==> src/rtl/regfile.sv <==
`default_nettype none
//----------------------------------------------------------------------------
// Module      : regfile
// Description : General-purpose integer register file at the write-back end
//               of the pipeline. One write port and two combinational read
//               ports with same-cycle write-to-read bypass. Register 0 is
//               hardwired to zero.
// Ports       : clk     - system clock, writes on rising edge
//               rst     - asynchronous active-high reset, clears storage
//               we      - write enable from write-back stage
//               waddr   - destination register index
//               wdata   - value to write
//               re1/re2 - read enables, ports 1/2
//               raddr1/raddr2 - read indices, ports 1/2
//               rdata1/rdata2 - read data, ports 1/2 (0 when disabled)
// Revision    : 1.0 - initial release
//----------------------------------------------------------------------------
module regfile #(
   parameter int REG_WIDTH  = 32,
   parameter int ADDR_WIDTH = 5,
   // Must equal 2**ADDR_WIDTH so every address decodes to a real register.
   parameter int NUM_REGS   = 32
) (
   input  logic                  clk,
   input  logic                  rst,
   input  logic                  we,
   input  logic [ADDR_WIDTH-1:0] waddr,
   input  logic [REG_WIDTH-1:0]  wdata,
   input  logic                  re1,
   input  logic [ADDR_WIDTH-1:0] raddr1,
   output logic [REG_WIDTH-1:0]  rdata1,
   input  logic                  re2,
   input  logic [ADDR_WIDTH-1:0] raddr2,
   output logic [REG_WIDTH-1:0]  rdata2
);

   // Flattened view of the architectural state; entry 0 is a constant.
   logic [REG_WIDTH-1:0] w_regs [NUM_REGS];

   for (genvar i = 0; i < NUM_REGS; i++) begin : g_reg
      if (i == 0) begin : g_zero
         // No storage for r0: writes to it vanish and it always reads zero.
         assign w_regs[i] = '0;
      end else begin : g_flop
         logic [REG_WIDTH-1:0] r_q;

         // Reset has priority, so a write coinciding with rst is blocked and
         // the first possible write is the first edge seen with rst low.
         always_ff @(posedge clk or posedge rst) begin
            if (rst) begin
               r_q <= '0;
            end else if (we && (waddr == ADDR_WIDTH'(i))) begin
               r_q <= wdata;
            end
         end

         assign w_regs[i] = r_q;
      end
   end

   // Read port 1: reset, disable and r0 all force zero before the bypass
   // check, so the bypass can never leak a write aimed at r0.
   always_comb begin
      rdata1 = '0;
      if (!rst && re1 && (raddr1 != '0)) begin
         if (we && (waddr == raddr1)) begin
            rdata1 = wdata;
         end else begin
            rdata1 = w_regs[raddr1];
         end
      end
   end

   // Read port 2: identical priority chain, fully independent of port 1.
   always_comb begin
      rdata2 = '0;
      if (!rst && re2 && (raddr2 != '0)) begin
         if (we && (waddr == raddr2)) begin
            rdata2 = wdata;
         end else begin
            rdata2 = w_regs[raddr2];
         end
      end
   end

endmodule
`default_nettype wire

==> config.mk <==
export PLATFORM = sky130hd
export DESIGN_NAME = regfile
export DESIGN_NICKNAME = d
export VERILOG_FILES = /design/src/rtl/regfile.sv
export SDC_FILE = /design/constraint.sdc
export NUM_CORES = 2
export LEC_CHECK = 0
export BUFFER_PORTS_ARGS = -buffer_cell sky130_fd_sc_hd__buf_2
export CAP_MARGIN = 10
export CORE_MARGIN = 4
export CORE_UTILIZATION = 45
export DETAILED_ROUTE_END_ITERATION = 6
export PLACE_DENSITY_LB_ADDON = 0.05
export SLEW_MARGIN = 15
export SYNTH_ARGS = -nofsm -noshare
export SYNTH_HDL_FRONTEND = slang
export SYNTH_SLANG_ARGS = --single-unit
==> constraint.sdc <==
create_clock -name clk -period 28.6 [get_ports clk]
set_input_delay 1.43 -clock clk [delete_from_list [all_inputs] [get_ports clk]]
set_output_delay 1.43 -clock clk [all_outputs]
set_load 0.05 [all_outputs]
==> metrics.md <==
| Metric | Value |
|---|---|
| Status | finished clean |
| Syn Area/Cell | 14.3 um2 |
| Die Y | 355 um |
| Register area share after synthesis | 45.8% |
| Antenna violations before repair | 11 |
| Fillers | 10300 |
| WP data required | 27.17 ns |
| Area grow syn2layout | 9.88% |
| Most frequent cells in the layout | mux2_2 (1076), dfrtp_1 (992), mux4_2 (403) |
| CTS tree | built |
| Async S/R FF share, synth | 100% |
| Routed len/inst | 37.8 um |
| Chip width | 355 um |
| Final Cell Area | 59600 um2 |
| NumNets Final | 3759 |
| Cell variety after synth | 64 |
| Final HPWL from detailed placement | 120000 um |
| Vias post-DR | 36900 |
| Total of max-cap violations | 0 |
| Layout cell share with drive strength beyond 1 | 51.0% |
| PwrDens | 71.0 nW/um2 |
| Crit path arrival time | 5.86 ns |
| Initial Util | 45.3% |
| Fin. max-slew vios | 0 |
| CTS Sinks | 992 |
| Io pins | 116 |
| Buffer depth of the longest clock path | 3 |
| Tmin final | 7.29 ns |
| Fin util | 49.8% |
| Post-CTS Setup Inserts | 0 |
| LEAKAGE | 0.0255 uW |
| GRT Total Usage | 32.4% |
| Least-Margin Pin Slew | 1.22 ns |
| Vias in the first global route | 38200 |
| Clk_skew | 0 ns |
| Biggest regs | g.g_flop.r_q (992) |
| Clock transition at the registers of the reported paths | 0.06 ns |
| Register Area | 24800 um2 |
| YS warnings | 0 |
| Vias per Instance | 6.83 |
| GP Congestion | 0.821 |
| Initial DRT Pass Iterations | 6 |
| # rows | 127 |
| Crit path capture type | primary output |
| CP Cell Sequence | buf_8 -> buf_4 -> buf_4 -> buf_4 -> mux2_2 -> a22oi_1 -> nor2_1 -> o311ai_0 -> a31oi_1 -> buf_2 |
| Crit share post-route | 25.5% |
| First-pass GRT wire length | 292000 um |
| Most common cell after layout, fill and taps aside | mux2_2 |
| Worst skew pair latency | 0.74 ns |
| Fin. Hold Viols | 0 |
| Synthesized net count | 3836 |
| Cts bufs inserted | 114 |
| RSZ-0062 raised after global routing | no |
| Post-CTS sizing | 0 |
| Sum Neg Setup Slack | 0 ns |
| CP Class | in2out |
| Slowest-stage cell, CP | buf_4 |
| Post-CTS Hold Buffers | 0 |
| Largest net degree at the start of global routing | 191 |
| Core Region | 120000 um2 |
| Count of final setup violators | 0 |
| Max incr delay on CP | 0.69 ns |
| Main synth FF type | dfrtp_1 |
| Post-Syn Area | 54200 um2 |
| Die area | 126000 um2 |
| Fmax | 137 MHz |
| Normalized max-slew margin | 16.3% |
| EDFF count, synth | 0 |
| Max reg flops | 992 |
| Detail Route Antenna Nets | 0 |
| Synth Register Bits | 992 |
| Root Driver | clkbuf_16 |
| Post-Synthesis Cells | 3784 |
| Min-delay worst type | reg2reg |
| Multi-input gate area in the final layout | 27500 um2 |
| Clock H-tree levels | 3 |
| CP startpoint kind | input port |
| Total Wirelength | 205000 um |
| DR DRC count | 0 |
| Critical path fanouts, max | 75 |
| Largest register by flop count | g.g_flop.r_q |
| Initial DRC count | 3846 |
| Crit-path most repeated cell | buf_4 |
| Peak VDD IR | 0.0571 mV |
| GRT overflow | 0 |
| I/O Buffers | 115 |
| Post-DP Area | 55800 um2 |
==> worst max-delay path: cells and delay by family <==
kind	cells	cell delay [ns]
buffers and inverters	5	2.81
AO/OA/AOI/OAI	3	0.97
multiplexers	1	0.39
AND/OR/NAND/NOR	1	0.05
==> cells in the mapped netlist, drive strengths merged (16+ instances only) <==
master,n,area (um2)
dfrtp,992,24800
clkbuf,160,601
o22ai,67,419
nor2,83,312
mux2,1098,12400
a21oi,18,90.1
a31oi,19,119
o21ai,60,300
mux2i,96,961
a22o,16,140
o41ai,17,149
mux4,406,9160
nand3,35,175
buf,253,1570
a22oi,40,300
a211oi,26,220
and2,17,106
nand2,147,552
o221ai,20,175
a221oi,44,385
==> path summary, 6_finish.rpt <==
kind / slack (ns) / cells past startpoint / startpoint / endpoint
worst max register to register: 27.77 / 1 / g_reg[2].g_flop.r_q[18] / g_reg[2].g_flop.r_q[18]
worst min-delay path: 0.51 / 1 / g_reg[19].g_flop.r_q[30] / g_reg[19].g_flop.r_q[30]
max in group asynchronous: 25.07 / 5 / rst / g_reg[29].g_flop.r_q[25]
worst max-delay path: 21.31 / 10 / raddr1[1] / rdata1[6]
min in group asynchronous: 1.04 / 3 / rst / g_reg[30].g_flop.r_q[15]
worst min register to register: 0.51 / 1 / g_reg[19].g_flop.r_q[30] / g_reg[19].g_flop.r_q[30]
==> power breakdown <==
group | leakage [uW] | switching (uW) | total (uW) | internal, uW
Clock | 0.00184 | 602 | 1470 | 870
Combinational | 0.0110 | 382 | 876 | 493
Sequential | 0.0127 | 203 | 1880 | 1680
Total | 0.0255 | 1190 | 4230 | 3040
==> final cells by class <==
| class | instances | area share (%) |
|---|---|---|
| repair buffers | 220 | 2.57 |
| diodes | 5 | 0.0210 |
| multi-input cells | 2372 | 46.1 |
| flip-flops and latches | 992 | 41.6 |
| clock inverters | 16 | 0.269 |
| inverters | 7 | 0.0546 |
| well taps | 1612 | 3.38 |
| clock buffers | 184 | 6.00 |
==> per-layer routing <==
metal  routed length (um)  up-vias  global-route usage [%]  share of wire, %
met4                 7950        6                    11.1               3.9
li1                     -    14500                       -                 -
met5                   39        -                       0             0.019
met2                91800     1805                    48.6                45
met1                88000    20300                    47.1                43
met3                16900      379                    6.65               8.3
==> logic make-up after synthesis <==
kind of cell              after synthesis  synth area share [%]
muxes                                1600                  41.5
DFF                                   992                  45.8
buffers and inverters                 420                  4.05
AOI/OAI and AO/OA                     405                  5.54
and+or+nand+nor                       357                  3.01
xor gates and xnor gates               10                 0.161
==> metrics by stage <==
| stage | std cells | power, uW | hold slack, ns | setup slack [ns] |
|---|---|---|---|---|
| after floorplan | 3784 | 2520 | 0.470 | 8.58 |
| final | 5408 | 4230 | 0.510 | 21.31 |
| after detailed placement | 5202 | 2770 | 0.499 | 21.37 |
| after global placement | 5201 | 2720 | 0.484 | 21.36 |
| after global routing | 5405 | 4400 | 0.533 | 21.15 |
| after CTS | 5402 | 4250 | 0.511 | 21.38 |
No activity file was read; power rests on OpenSTA's default activity.
